--- src/rtl/rect_fill_pkg.sv ---
// rect_fill_pkg: shared definitions for the rectangle fill engine.
//   - default screen geometry and bus widths
//   - FSM state enumeration used by rect_fill
package rect_fill_pkg;

  localparam int DEF_SCREEN_W = 160;
  localparam int DEF_SCREEN_H = 120;
  localparam int DEF_X_W      = 8;
  localparam int DEF_Y_W      = 7;
  localparam int DEF_COLOR_W  = 3;

  typedef enum logic [1:0] {
    ST_IDLE = 2'd0,
    ST_FILL = 2'd1,
    ST_DONE = 2'd2
  } state_t;

endpackage

--- src/rtl/rect_fill_raster_counter.sv ---
// raster_counter: x/y scan counters for a rectangular region.
//   clk, resetn          clock, synchronous active-low reset
//   load                 capture start corner and inclusive end bounds
//   x_start, y_start     top-left corner
//   x_last, y_last       inclusive bottom-right corner (already clipped)
//   adv                  step to the next pixel in raster order
//   x, y                 current pixel position
//   last                 current pixel is the final one of the region
module raster_counter
  import rect_fill_pkg::*;
#(
  parameter int X_W = DEF_X_W,
  parameter int Y_W = DEF_Y_W
) (
  input  logic           clk,
  input  logic           resetn,
  input  logic           load,
  input  logic [X_W-1:0] x_start,
  input  logic [Y_W-1:0] y_start,
  input  logic [X_W-1:0] x_last,
  input  logic [Y_W-1:0] y_last,
  input  logic           adv,
  output logic [X_W-1:0] x,
  output logic [Y_W-1:0] y,
  output logic           last
);

  logic [X_W-1:0] x_lo;
  logic [X_W-1:0] x_hi;
  logic [Y_W-1:0] y_hi;

  assign last = (x == x_hi) && (y == y_hi);

  always_ff @(posedge clk) begin
    if (!resetn) begin
      x    <= '0;
      y    <= '0;
      x_lo <= '0;
      x_hi <= '0;
      y_hi <= '0;
    end else if (load) begin
      x    <= x_start;
      y    <= y_start;
      x_lo <= x_start;
      x_hi <= x_last;
      y_hi <= y_last;
    end else if (adv && !last) begin
      // Position is left parked on the final pixel once the region is done.
      if (x == x_hi) begin
        x <= x_lo;
        y <= y + Y_W'(1);
      end else begin
        x <= x + X_W'(1);
      end
    end
  end

endmodule

--- src/rtl/rect_fill.sv ---
// rect_fill: fills a clipped rectangle with one colour, emitting one pixel
// per accepted handshake toward a VGA adapter.
//   clk, resetn                clock, synchronous active-low reset
//   start                      request a fill (sampled only in IDLE)
//   x0, y0, w, h, color        rectangle corner, size and fill colour
//   pix_ready                  downstream accepts the presented pixel
//   plot, x_out, y_out,        presented pixel; transfer when plot & pix_ready
//   color_out
//   busy                       fill in progress
//   done                       one-cycle pulse at request completion
//
// state | meaning
// ------+---------------------------------------------------------------
// IDLE  | waiting for start
// FILL  | presenting pixels, counters step on each transfer
// DONE  | one-cycle completion pulse, then back to IDLE
module rect_fill
  import rect_fill_pkg::*;
#(
  parameter int SCREEN_W = DEF_SCREEN_W,
  parameter int SCREEN_H = DEF_SCREEN_H,
  parameter int X_W      = DEF_X_W,
  parameter int Y_W      = DEF_Y_W,
  parameter int COLOR_W  = DEF_COLOR_W
) (
  input  logic               clk,
  input  logic               resetn,
  input  logic               start,
  input  logic [X_W-1:0]     x0,
  input  logic [Y_W-1:0]     y0,
  input  logic [X_W-1:0]     w,
  input  logic [Y_W-1:0]     h,
  input  logic [COLOR_W-1:0] color,
  input  logic               pix_ready,
  output logic               plot,
  output logic [X_W-1:0]     x_out,
  output logic [Y_W-1:0]     y_out,
  output logic [COLOR_W-1:0] color_out,
  output logic               busy,
  output logic               done
);

  localparam logic [X_W:0] X_LIM = (X_W+1)'(SCREEN_W);
  localparam logic [X_W:0] X_MAX = (X_W+1)'(SCREEN_W - 1);
  localparam logic [Y_W:0] Y_LIM = (Y_W+1)'(SCREEN_H);
  localparam logic [Y_W:0] Y_MAX = (Y_W+1)'(SCREEN_H - 1);

  state_t         state;
  logic [X_W:0]   x_sum;
  logic [Y_W:0]   y_sum;
  logic [X_W-1:0] x_end_c;
  logic [Y_W-1:0] y_end_c;
  logic           region_empty;
  logic           load;
  logic           xfer;
  logic           adv;
  logic           cnt_last;

  // One extra bit so that corner + size cannot wrap before clipping.
  assign x_sum = {1'b0, x0} + {1'b0, w} - (X_W+1)'(1);
  assign y_sum = {1'b0, y0} + {1'b0, h} - (Y_W+1)'(1);

  assign x_end_c = (x_sum > X_MAX) ? X_MAX[X_W-1:0] : x_sum[X_W-1:0];
  assign y_end_c = (y_sum > Y_MAX) ? Y_MAX[Y_W-1:0] : y_sum[Y_W-1:0];

  // A zero size makes the sums underflow, but the region is empty then anyway.
  assign region_empty = (w == '0) || (h == '0) ||
                        ({1'b0, x0} >= X_LIM) || ({1'b0, y0} >= Y_LIM);

  assign load = (state == ST_IDLE) && start && !region_empty;
  assign xfer = plot && pix_ready;
  assign adv  = (state == ST_FILL) && xfer;

  raster_counter #(
    .X_W (X_W),
    .Y_W (Y_W)
  ) u_raster (
    .clk     (clk),
    .resetn  (resetn),
    .load    (load),
    .x_start (x0),
    .y_start (y0),
    .x_last  (x_end_c),
    .y_last  (y_end_c),
    .adv     (adv),
    .x       (x_out),
    .y       (y_out),
    .last    (cnt_last)
  );

  always_ff @(posedge clk) begin
    if (!resetn) begin
      state     <= ST_IDLE;
      plot      <= 1'b0;
      busy      <= 1'b0;
      done      <= 1'b0;
      color_out <= '0;
    end else begin
      case (state)
        ST_IDLE: begin
          done <= 1'b0;
          if (start) begin
            if (region_empty) begin
              state <= ST_DONE;
              done  <= 1'b1;
            end else begin
              state     <= ST_FILL;
              plot      <= 1'b1;
              busy      <= 1'b1;
              color_out <= color;
            end
          end
        end
        ST_FILL: begin
          if (xfer && cnt_last) begin
            state <= ST_DONE;
            plot  <= 1'b0;
            busy  <= 1'b0;
            done  <= 1'b1;
          end
        end
        ST_DONE: begin
          state <= ST_IDLE;
          done  <= 1'b0;
        end
        default: begin
          state <= ST_IDLE;
          plot  <= 1'b0;
          busy  <= 1'b0;
          done  <= 1'b0;
        end
      endcase
    end
  end

endmodule

--- config.mk ---
export PLATFORM = sky130hd
export DESIGN_NAME = rect_fill
export DESIGN_NICKNAME = d
export VERILOG_FILES = /design/src/rtl/rect_fill_pkg.sv /design/src/rtl/rect_fill_raster_counter.sv /design/src/rtl/rect_fill.sv
export SDC_FILE = /design/constraint.sdc
export NUM_CORES = 1
export LEC_CHECK = 0
export ABC_AREA = 1
export BUFFER_PORTS_ARGS = -buffer_cell sky130_fd_sc_hd__buf_2
export CAP_MARGIN = 15
export CORE_MARGIN = 2
export CORE_UTILIZATION = 57
export DETAILED_ROUTE_END_ITERATION = 8
export PLACE_DENSITY = 0.81
export SKIP_LAST_GASP = 1
export SYNTH_ARGS = -nofsm -noshare
export SYNTH_HDL_FRONTEND = slang
export SYNTH_SLANG_ARGS = --single-unit
--- constraint.sdc ---
create_clock -name clk -period 3.03 [get_ports clk]
set_input_delay 0.303 -clock clk [delete_from_list [all_inputs] [get_ports clk]]
set_output_delay 0.303 -clock clk [all_outputs]
set_load 0.005 [all_outputs]
==> results.md <==
* Fin area at roughly 0.0039 sq mm
* Pre-antenna DRT Iters at 5
* Static leakage at roughly 2.2 nW
* Clock Tree Buf Depth at 2
* WL met1 at about 3700 um
* Total negative slack at 0 ps
* Yosys cell types at 33
* Iter 0 DRT Violations at between 150 and 200
* Crit path max-delay cell type: fa_1
* Family with the most delay on the worst path: adder cells
* Initial core utilization at between 50% and 60%
* Gr usage total at roughly a quarter
* Syn Nets at about 630
* Postcts setup bufs at 0
* Clock Power Share at 26.1%
* Setup Skew at approximately 15 ps
* Area Growth Syn to Fin at 11.7%
* Switch Pwr at 0.665 mW
* Antenna violations before repair at 0
* Period minus WS final at roughly 2300 ps
* Root Buffer: clkbuf_8
* Sequential share of power at 38.7%
* Core area at around 0.0060 sq mm
* Hold Path Class: in2reg
* Vias per cell at 5.07
* CTS resizes at 0
* Pwr Density at 458 mW/mm^2
* Crit-path most repeated cell: nand2_1
* Antenna cells at 0
* Final Cycle Share at about three quarters
* Top-level port count at 58
* Clk sinks at 45
* Synth top area cells: dfxtp_1, nand2_1, inv_1
* Skew-Pair Late Insertion Delay at 310 ps
* Synth cell count leaders: nand2_1, inv_1, nor2_1
* Clk pin slew, worst setup/hold paths at ~90 ps
* Worst Path Required at 3240 ps
* Maximum fanout along the worst path at 5
* Die width at about 83 um
* Crit. End Element: register
* Final core utilization at between 60% and 70%
* Total Nets Final at 678
* H-Tree Depth at 2
* Leading area contributor after synthesis: dfxtp_1
* WS Path Type: in2reg
* Final Max Tran Viols at 0
* Post-Place Setup Slack at just over 400 ps
* Post-Syn Instances at between 500 and 600
* Status: completed
* Slowest stage delay, CP at 400 ps
* Die H at ~83 um
* Largest net degree at the start of global routing at 39
* Met2 WL post-DR at about 3700 um
* Fmax achieved at about 430 MHz
* Met3 WL at 466 um
* Hold Violations, Final at 0
* DR top layer: met4
* WP data arrival at ~2500 ps
* Total gr overflow at 0
* Post-synth EDFFs at 0
* Layout cells sized above 1 at between 10% and 20%
* Fin worst setup slack at just over 700 ps
* VDD IR max at about 0.23 mV
* Global-route wire length before repair at roughly 13000 um
* CTS tree: built
* Cell Area, Synth at 0.00352 sq mm
* Sequential cell area fraction in the yosys report at 25.6%
* Dpl hpwl at between 6000 and 7000 um
* Worst setup SP type: input pin
* Mean post-synth cell area at 6.32 sq um
* Max Cap Violations at 0
* Worst slew pin tran at between 800 and 900 ps
* # DRC at 0
* Rows at 28
* I/O Buffers at 57
* Comb pwr share at roughly a third
* #FFs+latches synth at between 40 and 50
* Hold buffer count at cts at 0
* Switching Share at between 30% and 40%
* Number of nets still failing antenna checks after routing at 0
* CP Buf/Inv Count at 6
* Slew HR at ~44%
* Final setup fails at 0
* Via count at roughly 3500
* RSZ-0062 raised after global routing: no
* Share of the synthesized area in the top cell type at 25.6%
* Worst Hold Depth at 3
* Dpl cell area at 0.00382 sq mm
* Vias in the first global route at approximately 3000
* Int Pwr at approximately 1.1 mW
* Die Footprint at roughly 0.0068 sq mm
* Final wirelength at between 7000 and 8000 um
* Top_reg_cell synth: dfxtp_1
* Total CTS buffers at 5
* Yosys Warn Count at 0
* Placer Congestion at between 0.8 and 0.9
* Worst path depth at 17
* Count leader, synth: nand2_1
* DR WL/cell at around 12 um
* R2R cell count at 11
* Async set-reset flop share out of synthesis at 0%
* CP Cell Sequence: buf_2, inv_1, ha_1, inv_1, ha_1, inv_1, fa_1, o21ai_0, nand2_1, nand2_1, nand2_1, nand2_1, inv_1, nand2_1, nand2_1, o21ai_0, inv_1
[sequential cells by signal, indices dropped and copies added (netlist names)]
register	flops
busy	1
color_out	3
done	1
state	2
u_raster.x	8
u_raster.x_hi	8
u_raster.x_lo	8
u_raster.y	7
u_raster.y_hi	7
[per-layer routing]
metal	vias up	global-route usage (%)
met4	0	7.54
li1	1813	-
met3	10	3.70
met5	-	0
met1	1556	33.2
met2	95	41.9
[cells in the final DEF (no fill, tap or decap), types with 3 or more instances in the layout]
master | synthesis | routed
nor2_1 | 57 | 57
xor2_1 | 11 | 11
nand4_1 | 3 | 3
nand2_1 | 137 | 137
nand3_1 | 30 | 30
o21ai_0 | 32 | 32
dfxtp_1 | 45 | 45
xnor2_1 | 9 | 9
inv_2 | 5 | 5
ha_1 | 30 | 30
buf_2 | 5 | 57
clkbuf_8 | 0 | 5
nand2_4 | 3 | 3
a21oi_1 | 37 | 37
inv_1 | 114 | 114
nand2_2 | 5 | 5
nand3b_1 | 7 | 7
[cell families after synthesis]
family / count (synthesis) / share of synthesized area [%]
compound gates: 77 / 11.4
xor+xnor: 20 / 4.97
fa+ha+maj: 32 / 11.8
buf+inv: 136 / 15.7
flops: 45 / 25.6
simple gates: 248 / 30.6
[through the flow]
step	hold WS [ps]	std cells	total power, mW
after CTS	217	685	1.81
after floorplan	438	558	1.20
after global placement	448	677	1.32
after global routing	228	685	1.93
after detailed placement	453	677	1.34
final	224	685	1.80
[area by class of cell]
| class | count | area, sq um |
|---|---|---|
| Inverter | 121 | 457 |
| Fill cell | 551 | 2020 |
| Sequential cell | 45 | 901 |
| Clock buffer | 5 | 68.8 |
| Tap cell | 75 | 93.8 |
| Clock inverter | 3 | 46.3 |
| Multi-Input combinational cell | 377 | 2070 |
| Timing Repair Buffer | 59 | 300 |
[worst reg2reg max path, cell delays in order, from the launching register on]
cell and delay [ps]:
dfxtp_1 430, inv_1 110, nand2_1 70, nand2_1 40
nor2_1 110, nand2_2 100, nor2_8 300, nand2_4 110
nand3_4 130, nand2_4 90, o21ai_0 200, nor2_1 50
[power groups by stage]
stage | Clock, mW | Combinational (mW) | Sequential, mW
after floorplan | 0 | 0.499 | 0.700
after global placement | 0 | 0.610 | 0.709
after detailed placement | 0 | 0.627 | 0.711
after CTS | 0.478 | 0.633 | 0.698
after global routing | 0.498 | 0.728 | 0.708
final | 0.471 | 0.634 | 0.699
[worst paths after layout]
check | from | end | slack [ps]
max reg2reg | u_raster.x[6] | u_raster.y[1] | 1170
min reg2reg | u_raster.x_lo[7] | u_raster.x_lo[7] | 470
min | color[0] | color_out[0] | 220
max | x0[1] | u_raster.x_hi[4] | 730
Note: power is estimated with default switching activity, not from simulation.
